### config.mk
export PLATFORM = sky130hd
export DESIGN_NAME = out_display_driver
export DESIGN_NICKNAME = d
export VERILOG_FILES = /design/src/rtl/cpu_disp_pkg.sv /design/src/rtl/hex_to_seg7.sv /design/src/rtl/out_display_driver.sv
export SDC_FILE = /design/constraint.sdc
export NUM_CORES = 1
export LEC_CHECK = 0
export BUFFER_PORTS_ARGS = -buffer_cell sky130_fd_sc_hd__buf_4
export CAP_MARGIN = 25
export CORE_UTILIZATION = 43
export DETAILED_ROUTE_END_ITERATION = 7
export PLACE_DENSITY = 0.7
export SETUP_SLACK_MARGIN = 0.3
export SYNTH_ARGS = -nofsm -noshare
export SYNTH_HDL_FRONTEND = slang
export SYNTH_SLANG_ARGS = --single-unit
### constraint.sdc
create_clock -name clk -period 3.2 [get_ports clk]
set_clock_uncertainty 0.2 [all_clocks]
set_input_delay 0.16 -clock clk [delete_from_list [all_inputs] [get_ports clk]]
set_output_delay 0.16 -clock clk [all_outputs]
set_load 0.05 [all_outputs]
### src/rtl/cpu_disp_pkg.sv
// Shared display types and constants for the OUT display driver.
// Provides seg7_t, the blank pattern and the active-low hex segment table.
package cpu_disp_pkg;

  typedef logic [6:0] seg7_t;

  localparam seg7_t SEG_BLANK = 7'h7F;

  // Active-low gfedcba patterns for hex digits 0..F
  localparam seg7_t SEG_TABLE [16] = '{
    7'h40, 7'h79, 7'h24, 7'h30,
    7'h19, 7'h12, 7'h02, 7'h78,
    7'h00, 7'h10, 7'h08, 7'h03,
    7'h46, 7'h21, 7'h06, 7'h0E
  };

endpackage

### src/rtl/hex_to_seg7.sv
// Combinational 4-bit value to active-low seven-segment pattern.
// Ports: value (4-bit hex digit) -> seg (seg7_t, seg[6]=g .. seg[0]=a).
module hex_to_seg7
  import cpu_disp_pkg::*;
(
  input  logic [3:0] value,
  output seg7_t      seg
);

  assign seg = SEG_TABLE[value];

endmodule

### src/rtl/out_display_driver.sv
// History buffer of OUT writes, time-multiplexed onto a common-anode display.
// Ports: clk, reset (async high), out_value/out_strobe (OUT reg), hlt, clear;
//        seg/dp/an (active low), digit_count, overflow (sticky).
module out_display_driver
  import cpu_disp_pkg::*;
#(
  parameter int NUM_DIGITS  = 4,
  parameter int REFRESH_DIV = 4
) (
  input  logic                  clk,
  input  logic                  reset,
  input  logic [3:0]            out_value,
  input  logic                  out_strobe,
  input  logic                  hlt,
  input  logic                  clear,
  output seg7_t                 seg,
  output logic                  dp,
  output logic [NUM_DIGITS-1:0] an,
  output logic [3:0]            digit_count,
  output logic                  overflow
);

  localparam int IW = $clog2(NUM_DIGITS);
  localparam int PW = (REFRESH_DIV > 1) ? $clog2(REFRESH_DIV) : 1;
  localparam logic [3:0]    FULL  = 4'(NUM_DIGITS);
  localparam logic [PW-1:0] P_TOP = PW'(REFRESH_DIV - 1);
  localparam logic [IW-1:0] I_TOP = IW'(NUM_DIGITS - 1);

  logic [3:0]    hist [NUM_DIGITS];
  logic [3:0]    count;
  logic          pending;
  logic [PW-1:0] presc;
  logic [IW-1:0] idx;
  seg7_t         dec;
  logic          active;
  logic          dot_on;

  hex_to_seg7 u_dec (
    .value (hist[idx]),
    .seg   (dec)
  );

  assign active      = 4'(idx) < count;
  assign dot_on      = (idx == '0) && hlt && (count != 4'd0);
  assign digit_count = count;

  // The OUT register loads on the strobe edge, so the value
  // is taken one edge later via pending.
  always_ff @(posedge clk or posedge reset) begin
    if (reset) begin
      for (int i = 0; i < NUM_DIGITS; i++) hist[i] <= 4'd0;
      count    <= 4'd0;
      overflow <= 1'b0;
      pending  <= 1'b0;
    end else if (clear) begin
      for (int i = 0; i < NUM_DIGITS; i++) hist[i] <= 4'd0;
      count    <= 4'd0;
      overflow <= 1'b0;
      pending  <= 1'b0;
    end else begin
      pending <= out_strobe;
      if (pending) begin
        for (int i = NUM_DIGITS - 1; i > 0; i--)
          hist[i] <= hist[i-1];
        hist[0] <= out_value;
        if (count == FULL) overflow <= 1'b1;
        else               count    <= count + 4'd1;
      end
    end
  end

  always_ff @(posedge clk or posedge reset) begin
    if (reset) begin
      presc <= '0;
      idx   <= '0;
    end else if (presc == P_TOP) begin
      presc <= '0;
      idx   <= (idx == I_TOP) ? '0 : idx + 1'b1;
    end else begin
      presc <= presc + 1'b1;
    end
  end

  always_ff @(posedge clk or posedge reset) begin
    if (reset) begin
      seg <= SEG_BLANK;
      an  <= '1;
      dp  <= 1'b1;
    end else begin
      seg <= active ? dec : SEG_BLANK;
      an  <= active ? ~(NUM_DIGITS'(1) << idx) : '1;
      dp  <= ~dot_on;
    end
  end

endmodule

* Word-level counts from Yosys, hierarchy flattened
Memories as Yosys holds them, arrays and structs flattened.
Cells that the tools add are included.
W data, S select, Z words.
** Storage, ports and cells
- Flip-flop bits (word level) :: 38
- Latch bits :: 0
- Bits in writable memories :: 0
- Memory bits (read-only) :: 112
- Output and inout port bits :: 17
- Logic and storage cells :: 54
- Memories kept :: 1
** Memory list
- (name not given) :: words 16, bits a word 7, read ports 1, clocked after Yosys merged registers in 0, write ports 0, line hex_to_seg7.sv:10 : assign seg = SEG_TABLE[value];
** Cells by class
- Add/sub/neg operators :: 3
- $mul :: 0
- Divide/modulo/power cells :: 0
- Magnitude comparators :: 3
- Equal/unequal tests :: 4
- Shift operators :: 1
- Muxes and demuxes :: 18
- Bitwise logic cells :: 4
- Reductions and logical operators :: 8
** Operators by type and width (number)
- $mux W16 :: 2
- $mux W4 :: 6
- $mux W7 :: 3
- $bmux W4 S2 :: 1
- $ge A5 B5 Y1 const B :: 1
- $not A4 Y5 :: 1
- $add A2 B1 Y2 const B :: 2
- $add A4 B1 Y4 const B :: 1
- $eq A2 B2 Y1 const B :: 2
- $eq A4 B3 Y1 const B :: 1
- $lt A2 B4 Y1 :: 1
- $mux W1 :: 4
- $mux W2 :: 2
- $not A4 Y4 :: 1
- $reduce_and A2 Y1 :: 2
- $reduce_bool A2 Y1 :: 2
- $reduce_bool A4 Y1 :: 1
- $shl A1 B2 Y4 const A :: 1
- $ge A3 B3 Y1 const B :: 1
- $not A2 Y3 :: 1
- $logic_and A1 B1 Y1 :: 2
- $logic_not A2 Y1 :: 1
- $ne A2 B2 Y1 const B :: 1
- $not A1 Y1 :: 1

* Depth between registers and ports, before layout
Gate-level depths: netlist of run 1.
- Word-level depth :: 9
- Mapped depth :: 7
- Depth with buffers taken out :: 6

* By module
A second synthesis of run 1 with hierarchy kept.
** Second synthesis, totals
- Cells, all modules :: 169
- Area, all modules :: 1955.6 um2
** Modules (own cells, without submodules)
- out_display_driver :: times used 1, cells an instance 134, area each 1685.4 um2, sequential area each 965.9 um2
- hex_to_seg7 :: times used 1, cells an instance 35, area each 270.3 um2, sequential area each 0.0 um2

* Least setup slack after synthesis of run 1
OpenSTA, ideal clock, no wires.
- Kind :: reg2reg
- From :: register count[1], in the netlist digit_count[1]
- To :: register seg[2]
- Data arrival time :: 1.793 ns
- Setup slack :: 1.105 ns
- Stages on the path, launching flop included :: 7
- Buffers on the path :: 1
- Cell sequence :: dfrtp_1 -> inv_1 -> ha_1 -> a21boi_0 -> o21ai_0 -> clkbuf_1 -> o221ai_1
** On the way
- Cells in the longest elaborated chain, start to end :: 2
** RTL lines
- start, declared :: line out_display_driver.sv:30 : logic [3:0] count;
- start signal, assigned :: line out_display_driver.sv:67 : else count <= count + 4'd1;
- $lt A2 B4 Y1 :: line out_display_driver.sv:43 : assign active = 4'(idx) < count;
- $mux W7 :: line out_display_driver.sv:90 : seg <= active ? dec : SEG_BLANK;
- end signal, assigned :: line out_display_driver.sv:90
- end, declared :: line out_display_driver.sv:16 : output seg7_t seg,
No other way between the ends.
A chain may end at the register's enable or synchronous reset.

* Worst setup path in the final report of run 1
- From :: register idx[0]
- To :: register seg[3]
** On the way
- Cells in the longest elaborated chain, start to end :: 9
** RTL lines
- start, declared :: line out_display_driver.sv:33 : logic [IW-1:0] idx;
- start signal, assigned :: line out_display_driver.sv:78 : idx <= (idx == I_TOP) ? '0 : idx + 1'b1;
- $not A2 Y3 (not written as such) :: line out_display_driver.sv:39 : .value (hist[idx]),
- $bmux W4 S2 :: line out_display_driver.sv:39
- $mux W4 (not written as such) (2 in series) :: line out_display_driver.sv:39
- $not A4 Y5 (not written as such) :: line hex_to_seg7.sv:10
- $mem_v2 Z16 W7
- $mux W7 (not written as such) (2 in series) :: line hex_to_seg7.sv:10
- $mux W7 (*) :: line out_display_driver.sv:90
Mark *: on every way between the ends. The rest lies on a longest branch, timed or not. The select of a mux whose other input is x is not followed.

==> impl_results.md, run 1 <==
* Final min period at between 2000 and 2500 ps
* Worst Hold Class: reg2reg
* RePlAce Congestion at 0.9000
* Footprint of the multi-input gates at about 810 µm²
* Reg area at about 970 µm²
* DIE AREA at 0.004603 mm²
* Worst-Margin Slew at about 990 ps
* First-pass GRT wire length at 5.685 mm
* Outcome: finished clean
* Site Rows at 23
* Fin crit share at 0.7219
* Max frequency at 0.4329 GHz
* Ys Warns at 0
* Final WL at around 3.4 mm
* Slew margin rel. at 0.3402
* Number of global-route vias before repair at about 1,300
* First-pass iteration count of the detailed router at 4
* Flops & latches, synth at 38
* Synthesized net count at between 150 and 200
* Die width at a little under 70 µm
* Final Slew Violations at 0
* Syn-to-layout area delta at 21.75%
* Most frequent cells in the layout: buf_4, dfrtp_1, nor2_1, mux2i_1, ha_1
* Setup TNS at 0 ps
* Startpoint types: flip-flop
* H-tree levels at 2
* Worst vdd ir at 0.2618 mV
* DR WL/cell at around 14 µm
* Setup-failing EPs final at 0
* Final WS setup at 890.0 ps
* Grt total ovfl at 0
* Post-DP HPWL at 2.396 mm
* IO Port Bufs at 25
* Number of distinct library cells after synthesis at 33
* Clk Latency, worst-skew pair at between 200 and 300 ps
* Mapped Area at between 0.0015 and 0.002 mm²
* Final nets at roughly 220
* Pin count of the biggest net entering global routing at 39
* Reg clk slew, reported paths at about 70 ps
* Core area at 0.004086 mm²
* CP max FO at 7
* DP Worst Slack at approximately 900 ps
* RSZ-0062 raised after global routing: no
* Sequential fraction of the synthesis area at 0.5181
* Final hold vios at 0
* Worst Path Class, Setup: reg2reg
* PwrDens at 449.2 mW/mm²
* Filler instances at 367
* CP arrival at ~2300 ps
* DRC errors left at 0
* Initial Util at 0.4562
* TritonCTS Sinks at 38
* Crit end category: flip-flop
* Critical path required time at 3220 ps
* Iteration-0 DRC Markers at 30
* Initial antenna violation count at 0
* Post-CTS Setup Repair Bufs at 0
* PostCTS Resize Cnt at 0
* Total CTS buffers at 5
* Share of cells above drive strength 1 at 0.2538
* Max_cap viols at 0
* Root Buffer: clkbuf_8
* # IOs at 26
* Vias/cell at 5.101
* Mean area per synthesized cell at ~12 µm²
* CTS tree: built
* Via count at 1,260
* Bufs on Longest Clock Path at 2
* Leakage at ~0.0010 µW
* Gr usage total at 0.1713
* Antenna Nets Post-Route at 0
* Syn Inst Count at 160
* Diodes inserted at 0
* Commonest non-fill, non-tap cell in the layout: buf_4
* Die height at 67.85 µm
[final timing paths]
kind,slack (ps),from,end,cells after the start
worst max-delay path,890,idx[0]$_DFFE_PP0P_,seg[3]$_DFF_PP1_,6
worst min-delay path,240,presc[0]$_DFF_PP0_,presc[0]$_DFF_PP0_,1
worst max register to register,890,idx[0]$_DFFE_PP0P_,seg[3]$_DFF_PP1_,6
worst min register to register,240,presc[0]$_DFF_PP0_,presc[0]$_DFF_PP0_,1
max in group asynchronous,2110,reset,dp$_DFF_PP1_,4
min in group asynchronous,340,reset,presc[1]$_DFF_PP0_,4
[cells in the mapped netlist, drive strengths merged]
master	count	share of area
a211oi	2	0.0081
nand3b	1	0.0040
nand2	8	0.016
a21oi	3	0.0081
xor2	1	0.0047
xnor2	2	0.0094
or2b	1	0.0040
or2	1	0.0047
o221ai	4	0.019
mux2i	18	0.097
nor2b	1	0.0034
inv	12	0.024
dfstp	12	0.17
mux4	4	0.050
buf	5	0.018
o211ai	1	0.0040
o311ai	1	0.0047
o22ai	1	0.0034
and2b	2	0.0081
a21boi	1	0.0040
clkbuf	2	0.0040
o21ai	5	0.013
and3b	1	0.0047
nand2b	1	0.0034
a41oi	1	0.0047
nor2	23	0.046
dfrtp	26	0.35
and3	1	0.0034
ha	14	0.094
nand3	5	0.013
[state kept, by name (all words and copies together) (netlist names)]
signal and flops:
dp 1, hist 16, overflow 1, pending 1, an 4, digit_count 4
presc 2, seg 7, idx 2
[layout make-up]
type / count / area share
sequential: 38 / 0.4256
clock inverter: 1 / 0.002205
tap: 50 / 0.02756
inverter: 12 / 0.01985
timing repair buffer: 36 / 0.1290
clock buffer: 7 / 0.03804
multi-input combinational: 103 / 0.3578
[power breakdown]
group / switching, µW / internal (µW) / total (µW)
logic: 102 / 61.4 / 163
registers: 14.3 / 507 / 521
clock network: 161 / 174 / 335
total: 277 / 742 / 1020
[cells by family after synthesis]
| group | synth area share |
|---|---|
| muxes | 0.1470 |
| AOI/OAI and AO/OA | 0.06913 |
| DFF | 0.5181 |
| xor gates and xnor gates | 0.01410 |
| buffers and inverters | 0.04631 |
| and+or+nand+nor | 0.1114 |
| adders and majority gates | 0.09396 |
[worst max-delay path, stage by stage, from the launching register on]
cell	delay, ps
dfrtp_1	530
mux4_1	700
inv_1	180
ha_1	270
nor2_1	120
a211oi_1	60
o21ai_0	170
[per-stage QoR]
stage | utilization | hold slack [ps] | cell area [µm²] | total power [µW] | instances
5_1_grt | 0.5554 | 275.1 | 2270 | 1065 | 247
2_1_floorplan | - | 23.14 | 1864 | 640.4 | 160
6_report | 0.5554 | 239.5 | 2270 | 1020 | 247
4_1_cts | 0.5554 | 245.5 | 2270 | 1030 | 247
3_5_place_dp | 0.5110 | 107.8 | 2088 | 686.3 | 230
3_3_place_gp | 0.5110 | 91.39 | 2088 | 681.3 | 230
[per-layer routing]
| metal | part of all wire | GRT usage | vias to the layer above |
|---|---|---|---|
| li1 | - | - | 615 |
| met1 | 0.46 | 0.1966 | 620 |
| met2 | 0.50 | 0.3007 | 19 |
| met3 | 0.030 | 0.04000 | 6 |
| met4 | 0.014 | 0.07813 | 0 |
| met5 | 0 | 0 | - |
[what timing repair did]
item                                   CTS  global route
setup endpoints to repair                0             0
endpoints found under the hold margin   33             0
hold buffers                             9             0
Note: power is estimated with default switching activity, not from simulation.
==> inputs of run 2 (changes only) <==
clock period = 2.3 ns   (was 3.2 ns; I/O delays follow)
==> impl_results.md, run 2 (same netlist as run 1, synthesis figures left out) <==
* Final hold vios at 0
* Initial antenna violation count at 0
* TritonCTS Sinks at 38
* Switch share at 0.2766
* Reg clk slew, reported paths at ~80 ps
* Top Registers: hist x16, seg x7
* H-tree levels at 2
* Critical path cell sequence: mux4_2 -> inv_2 -> ha_2 -> and2b_1 -> a211oi_2 -> o21ai_1
* Worst vdd ir at between 0.4 and 0.5 mV
* Max_cap viols at 0
* CP max FO at 5
* CTS tree: built
* Max incr delay on CP at about 580 ps
* CP max stage cell: mux4_2
* Clk Latency, worst-skew pair at ~290 ps
* Clk pwr share at 0.324
* RSZ-0062 raised after global routing: yes
* Diodes inserted at 0
* Most flops, register: hist
* First-pass iteration count of the detailed router at 4
* Via count at around 1,400
* Flop pwr share at 0.497
* Switching power at approximately 400 µW
* CP arrival at 2030 ps
* Antenna Nets Post-Route at 0
* Critical path required time at about 2300 ps
* Worst-Margin Slew at about 390 ps
* DRC errors left at 0
* Crit end category: flip-flop
* Bufs on Longest Clock Path at 2
* Max frequency at about 0.50 GHz
* Root Buffer: clkbuf_8
* R2r endpoint: seg[3]$_DFF_PP1_
* Outcome: finished clean
* Final min period at just over 2000 ps
* Startpoint types: flip-flop
* Syn-to-layout area delta at 30.87%
* Die width at approximately 68 µm
* Final Slew Violations at 0
* Fin crit share at 0.8758
* Pin count of the biggest net entering global routing at 23
* Filler instances at about 350
* Vias/cell at approximately 5.4
* Final nets at 235
* DIE AREA at approximately 0.0046 mm²
* PwrDens at ~590 mW/mm²
* Gate power share at 0.179
* Initial Util at 0.4562
* Total CTS buffers at 5
* Most frequent cells in the layout: buf_4, dfrtp_1, nor2_1, mux2i_1, dlygate4sd3_1
* Dpl cell area at between 0.002 and 0.0025 mm²
* Commonest non-fill, non-tap cell in the layout: buf_4
* Final WS setup at approximately 290 ps
* Leakage at between 0.001 and 0.0015 µW
* Grt total ovfl at 0
* First-pass GRT wire length at 6.341 mm
* Internal power of the cells at 1049 µW
* Slew margin rel. at 0.7390
* FF-to-FF Start: idx[0]$_DFFE_PP0P_
* Iteration-0 DRC Markers at approximately 120
* R2R cell count at 6
* Die height at approximately 68 µm
* Worst Hold Class: in2async
* # IOs at 26
* Max reg flops at 16
* Core area at between 0.004 and 0.005 mm²
* IO Port Bufs at 25
* Fin area at roughly 0.0024 mm²
* Site Rows at 23
* Worst Path Class, Setup: reg2reg
* Gr usage total at 0.1956
* Setup-failing EPs final at 0
* Post-DP HPWL at ~2.5 mm
* DR WL/cell at 14.93 µm
* Setup TNS at 0 ps
* Min Hold Slack at ~150 ps
* Share of cells above drive strength 1 at 0.3333
* Final WL at between 3 and 4 mm
* R2R setup slack at 290 ps
* Number of global-route vias before repair at around 1,300
* DP Worst Slack at approximately 63 ps
* RePlAce Congestion at ~0.83
run 2: what timing repair did:
action | 4_1_cts | 5_1_grt
pin swaps | 0 | 1
setup buffers | 6 | 3
gates cloned | 1 | 0
gates resized for setup | 3 | 7
endpoints found under the setup margin | 7 | 9
hold buffers | 13 | 0
endpoints found under the hold margin | 42 | 0
run 2: worst max path at each step:
stage,start,to,cells after the start
after detailed placement,idx[0]$_DFFE_PP0P_,seg[3]$_DFF_PP1_,6
final,idx[0]$_DFFE_PP0P_,seg[3]$_DFF_PP1_,6
after global routing,idx[0]$_DFFE_PP0P_,seg[3]$_DFF_PP1_,6
after global placement,idx[0]$_DFFE_PP0P_,seg[3]$_DFF_PP1_,6
after floorplan,idx[0]$_DFFE_PP0P_,seg[3]$_DFF_PP1_,7
after CTS,idx[0]$_DFFE_PP0P_,seg[0]$_DFF_PP1_,5
run 2: worst max-delay path, delay by kind of cell (launching register included):
family | cells | cell delay (ps)
AOI/OAI and AO/OA | 2 | 210
muxes | 1 | 580
adders and majority gates | 1 | 230
buffers and inverters | 1 | 130
DFF | 1 | 410
and+or+nand+nor | 1 | 160
run 2: power groups by stage:
stage	registers (µW)	logic, µW	clock network, µW
4_1_cts	721	249	478
6_report	721	259	470
2_1_floorplan	802	89.4	0
3_3_place_gp	731	220	0
3_5_place_dp	732	226	0
5_1_grt	725	279	511
run 2: cell type report:
class                   count  area [µm²]  share of cell area
well taps                  50       62.56             0.02564
flip-flops and latches     38       968.4              0.3969
repair buffers             51       419.2              0.1718
clock buffers               7       86.33             0.03538
clock inverters             1       5.005            0.002051
inverters                  12       45.04             0.01846
multi-input cells         104       853.3              0.3497
run 2: per-layer routing:
metal	part of all wire	vias up	global-route usage
li1	-	650	-
met5	0	-	0
met1	0.45	708	0.2457
met4	0.018	0	0.09635
met2	0.49	42	0.3106
met3	0.042	8	0.05333
run 2: metrics by stage:
step	utilization	total power, µW	std cells
detailed placement	0.5141	958.5	232
finish	0.5971	1450	263
floorplan	-	891.3	160
CTS	0.5860	1448	260
global route	0.5971	1515	263
global placement	0.5141	950.9	232
